--- src/rtl/io_port_pkg.sv ---
// Shared constants and register-map helpers for the I/O port bank.
package io_port_pkg;

  localparam int unsigned DefNumPorts = 2;
  localparam int unsigned DefPortW    = 8;
  localparam int unsigned DefDebCycles = 4;
  localparam int unsigned DefAddrW    = 4;

  function automatic int unsigned out_base();
    return 0;
  endfunction

  function automatic int unsigned in_base(input int unsigned n);
    return n;
  endfunction

  function automatic int unsigned status_addr(input int unsigned n);
    return 2 * n;
  endfunction

  function automatic int unsigned mask_addr(input int unsigned n);
    return 2 * n + 1;
  endfunction

endpackage

--- src/rtl/io_debounce.sv ---
// Two-flop synchroniser plus stability counter for one input port; emits a
// one-cycle changed pulse on the edge the debounced value updates.
module io_debounce #(
  parameter int unsigned PORT_W     = 8,
  parameter int unsigned DEB_CYCLES = 4
) (
  input  logic              clock,
  input  logic              rst,
  input  logic [PORT_W-1:0] raw,
  output logic [PORT_W-1:0] deb,
  output logic              changed
);

  localparam int unsigned CntW = $clog2(DEB_CYCLES) + 1;

  logic [PORT_W-1:0] sync1_q, sync2_q, deb_q, deb_d;
  logic [CntW-1:0]   cnt_q, cnt_d;

  // sync1 != sync2 means the synced value is about to change; restart the count.
  always_comb begin
    cnt_d   = cnt_q;
    deb_d   = deb_q;
    changed = 1'b0;
    if ((sync1_q != sync2_q) || (sync2_q == deb_q)) begin
      cnt_d = '0;
    end else if (cnt_q == CntW'(DEB_CYCLES - 1)) begin
      cnt_d   = '0;
      deb_d   = sync2_q;
      changed = 1'b1;
    end else begin
      cnt_d = cnt_q + CntW'(1);
    end
  end

  always_ff @(posedge clock or posedge rst) begin
    if (rst) begin
      sync1_q <= '0;
      sync2_q <= '0;
      deb_q   <= '0;
      cnt_q   <= '0;
    end else begin
      sync1_q <= raw;
      sync2_q <= sync1_q;
      deb_q   <= deb_d;
      cnt_q   <= cnt_d;
    end
  end

  assign deb = deb_q;

endmodule

--- src/rtl/io_port_bank.sv ---
// Memory-mapped bank of output registers and debounced inputs with sticky change flags.
// Define IO_PORT_BANK_IRQ_EN to implement the MASK register and the registered irq output.
module io_port_bank
  import io_port_pkg::*;
#(
  parameter int unsigned NUM_PORTS  = DefNumPorts,
  parameter int unsigned PORT_W     = DefPortW,
  parameter int unsigned DEB_CYCLES = DefDebCycles,
  parameter int unsigned ADDR_W     = DefAddrW
) (
  input  logic                        clock,
  input  logic                        rst,
  input  logic [ADDR_W-1:0]           addr,
  input  logic [PORT_W-1:0]           wdata,
  input  logic                        wr_en,
  input  logic                        rd_en,
  output logic [PORT_W-1:0]           rdata,
  output logic                        rvalid,
  input  logic [NUM_PORTS*PORT_W-1:0] sw_in,
  output logic [NUM_PORTS*PORT_W-1:0] led_out,
  output logic                        irq
);

  logic [NUM_PORTS-1:0][PORT_W-1:0] out_q, out_d;
  logic [NUM_PORTS-1:0][PORT_W-1:0] in_val;
  logic [NUM_PORTS-1:0]             changed;
  logic [NUM_PORTS-1:0]             status_q, status_d, status_clr;
  logic [PORT_W-1:0]                rdata_q, rd_mux;
  logic                             rvalid_q;
  logic                             sel_status, sel_mask;

  for (genvar k = 0; k < NUM_PORTS; k++) begin : g_in
    io_debounce #(
      .PORT_W    (PORT_W),
      .DEB_CYCLES(DEB_CYCLES)
    ) u_deb (
      .clock  (clock),
      .rst    (rst),
      .raw    (sw_in[k*PORT_W +: PORT_W]),
      .deb    (in_val[k]),
      .changed(changed[k])
    );
  end

  assign sel_status = (addr == ADDR_W'(status_addr(NUM_PORTS)));
  assign sel_mask   = (addr == ADDR_W'(mask_addr(NUM_PORTS)));

`ifdef IO_PORT_BANK_IRQ_EN
  logic [NUM_PORTS-1:0] mask_q, mask_d;
  logic                 irq_q;

  assign mask_d = (wr_en && sel_mask) ? wdata[NUM_PORTS-1:0] : mask_q;

  always_ff @(posedge clock or posedge rst) begin
    if (rst) begin
      mask_q <= '0;
      irq_q  <= 1'b0;
    end else begin
      mask_q <= mask_d;
      irq_q  <= |(status_q & mask_q);
    end
  end

  assign irq = irq_q;
`else
  assign irq = 1'b0;
`endif

  // Read mux sees pre-write state, so a same-cycle write does not bypass into rdata.
  always_comb begin
    rd_mux = '0;
    for (int k = 0; k < NUM_PORTS; k++) begin
      if (addr == ADDR_W'(out_base() + k)) rd_mux = out_q[k];
      if (addr == ADDR_W'(in_base(NUM_PORTS) + k)) rd_mux = in_val[k];
    end
    if (sel_status) rd_mux = PORT_W'(status_q);
`ifdef IO_PORT_BANK_IRQ_EN
    if (sel_mask) rd_mux = PORT_W'(mask_q);
`endif
  end

  always_comb begin
    out_d = out_q;
    for (int k = 0; k < NUM_PORTS; k++) begin
      if (wr_en && (addr == ADDR_W'(out_base() + k))) out_d[k] = wdata;
    end
  end

  // Set beats write-1-clear on the same bit.
  assign status_clr = (wr_en && sel_status) ? wdata[NUM_PORTS-1:0] : '0;
  assign status_d   = (status_q & ~status_clr) | changed;

  always_ff @(posedge clock or posedge rst) begin
    if (rst) begin
      out_q    <= '0;
      status_q <= '0;
      rdata_q  <= '0;
      rvalid_q <= 1'b0;
    end else begin
      out_q    <= out_d;
      status_q <= status_d;
      rvalid_q <= rd_en;
      if (rd_en) rdata_q <= rd_mux;
    end
  end

  assign led_out = out_q;
  assign rdata   = rdata_q;
  assign rvalid  = rvalid_q;

endmodule

--- config.mk ---
export PLATFORM = sky130hd
export DESIGN_NAME = io_port_bank
export DESIGN_NICKNAME = d
export VERILOG_FILES = /design/src/rtl/io_port_pkg.sv /design/src/rtl/io_debounce.sv /design/src/rtl/io_port_bank.sv
export SDC_FILE = /design/constraint.sdc
export NUM_CORES = 1
export LEC_CHECK = 0
export BUFFER_PORTS_ARGS = -buffer_cell sky130_fd_sc_hd__buf_2
export CORE_MARGIN = 4
export CORE_UTILIZATION = 30
export DETAILED_ROUTE_END_ITERATION = 10
export GPL_TIMING_DRIVEN = 0
export PLACE_DENSITY_LB_ADDON = 0.15
export SYNTH_ARGS = -nofsm -noshare
export SYNTH_HDL_FRONTEND = slang
export SYNTH_SLANG_ARGS = --single-unit
--- constraint.sdc ---
create_clock -name clock -period 2.85 [get_ports clock]
set_input_delay 0.4275 -clock clock [delete_from_list [all_inputs] [get_ports clock]]
set_output_delay 0.4275 -clock clock [all_outputs]
set_load 0.05 [all_outputs]
==> out/metrics.yaml <==
status: "completed"
synthMuxAreaShare: 0.1802
final_cell_mix: "dfrtp_1, buf_2"
required_ns: 3.08
r2r_start: "g_in[1].u_deb.sync2_q[6]"
h-tree-depth: 3
ys_types: 30
antenna_found_initial: 0
fin_skew_ns: 0.009476
vias: 1910
drive_gt1_frac: 0.4306
power.density_nw_per_um2: 681.8
ir_drop_uv: 291.5
grt_setup_unrepaired: "no"
route.detailed.drc: 0
clk_pin_slew_ns: 0.08
rows: 38
synth_compound_area_frac: 0.03303
timing.fmax_mhz: 548.1
cts_buffers: 9
path_max_fanout: 9
die_h_um: 113.4
setup_tns_ns: 0
synth_edf_count: 0
initial_core_util: 0.3075
die_area_um2: 12860
ios: 58
min_to: "g_in[0].u_deb.sync1_q[7]"
ys_seq_area_frac: 0.6081
vias_per_cell: 4.463
grt_use_total: 0.1118
drv_cap: 0
grt-ovfl-total: 0
fin_crit_ns: 1.825
yosys_register_bits: 81
arrival_ns: 2.05
avgSynthCellArea_um2: 15.43
first_pass_iters: 4
p_total_mw: 2.768
hp-start: "sw_in[7]"
r2r_setup_slack_ns: 1.03
stdcell_count: 428
die_w_um: 113.4
nets: 319
antenna_cells: 0
grt_pass1_vias: 1994
netlist.area_leader.share: 0.6081
synth_nets: 250
place_inst: 413
layout_commonest_cell: "dfrtp_1"
rr_endpoint: "g_in[1].u_deb.deb[0]"
worst_slew_pin_slew_ns: 0.6767
relSlewSlack: 0.5425
synthCells: 216
period_share: 0.6402
synth_fa_ha_area_frac: 0.007508
cts-root-buf: "clkbuf_8"
grt_pass1_wl_mm: 10.92
crit_path_end_kind: "flop"
synth_top_family_by_area: "multiplexers"
postCtsSetupBuffers: 0
yosysWarnings: 0
clockBufferDepth: 2
yosys.area_share.simple: 0.06269
cts.sinks: 81
finalSetupViolCount: 0
post_synth_main_area_contributors: "dfrtp_1, mux2_4, mux2_2, mux4_2, xnor2_1"
drv_slew: 0
synth_area_um2: 3333
wirelength_mm: 6.765
final-hold-violation-count: 0
synthFlopType: "dfrtp_1"
synthArstFlopShare: 1.000
worst_r2r_path_depth: 5
yosysTopAreaCell: "dfrtp_1"
whs_path_depth: 1
grt_max_degree: 68
dp_hpwl_mm: 4.931
ant_nets: 0
crit_type: "flop to flop"
min-delay-path-class: "primary input to flop"
synth-xor-area-share: 0.08408
port-buffer-count: 56
wl_per_cell_um: 15.81
syn_to_final_growth_pct: 21.81
startpoint_type: "flop"
coreArea_um2: 10840
gp_congestion: 0.6879
clk_latency_ns: 0.35
p_leak_nw: 1.850
cts_tree: "done"
first_iter_violations: 78
[per-layer routing]
metal | wire (um) | GRT usage | vias to the layer above
met5 | 0 | 0 | -
li1 | - | - | 907
met3 | 410 | 0.03767 | 10
met2 | 2967 | 0.1556 | 45
met1 | 3272 | 0.1608 | 948
met4 | 114 | 0.04327 | 0
[critical path, stage by stage (launching register included)]
cell and delay, ns:
dfrtp_1 0.42, xor2_1 0.19, nor4_2 0.37, o2111a_1 0.26, buf_6 0.17, mux2_4 0.31
[power breakdown]
part / switching (mW) / leakage (nW) / internal, mW
combinational: 0.332 / 0.710 / 0.152
sequential: 0.0662 / 1.02 / 1.23
clock: 0.388 / 0.115 / 0.597
total: 0.786 / 1.85 / 1.98
[worst max path at each step]
stage                                         from                endpoint
final                     g_in[1].u_deb.sync2_q[6]    g_in[1].u_deb.deb[0]
after global routing      g_in[1].u_deb.sync2_q[6]    g_in[1].u_deb.deb[0]
after CTS                 g_in[1].u_deb.sync2_q[6]    g_in[1].u_deb.deb[1]
after global placement                         rst                  rvalid
after detailed placement                   addr[3]             led_out[12]
after floorplan                                rst  g_in[0].u_deb.cnt_q[0]
[cell families (layout without fill, tap and decap cells)]
logic type | after synthesis | after routing
compound gates | 16 | 16
other cells | 1 | 1
simple gates | 30 | 30
flops | 81 | 81
xor+xnor | 32 | 32
buf+inv | 14 | 86
mux | 40 | 40
fa+ha+maj | 2 | 2
[cell type report]
cell class	instances	area, um2
fill	1046	6780
multi-input combinational	121	1229
timing repair buffer	58	317.8
sequential	81	2027
buffer	7	51.30
tap	140	175.2
clock buffer	11	141.4
inverter	7	28.78
clock inverter	3	90.09
[cell usage after synthesis, types with 4 or more instances]
master	count
nand4_1	4
nor3b_1	4
xor2_1	16
inv_1	7
nand3_1	8
dfrtp_1	81
xnor2_1	16
o21ai_0	6
mux2_2	16
nor4_2	4
mux2_4	16
mux4_2	8
[sequential cells by signal (all words and copies together) (netlist names)]
signal	count
rdata	8
led_out	16
g_in.u_deb.sync2_q	16
g_in.u_deb.deb	16
status_q	2
g_in.u_deb.cnt_q	6
g_in.u_deb.sync1_q	16
rvalid	1
[repair_timing]
| item | in CTS | in global routing |
|---|---|---|
| hold buffers | 1 | 0 |
| gates resized for setup | 0 | 0 |
| endpoints found under the hold margin | 13 | 0 |
[stage by stage]
stage          area (um2)  worst slack, ns    util  hold slack [ns]
6_report             4060            1.025  0.3745           0.1859
4_1_cts              4060            1.015  0.3745           0.1627
5_1_grt              4060           0.8980  0.3745           0.1652
3_5_place_dp         3819           0.7237  0.3523           0.3749
2_1_floorplan        3333           0.3424       -           0.3715
3_3_place_gp         3789          -0.7491  0.3495           0.3805
No activity file was read; power rests on OpenSTA's default activity.
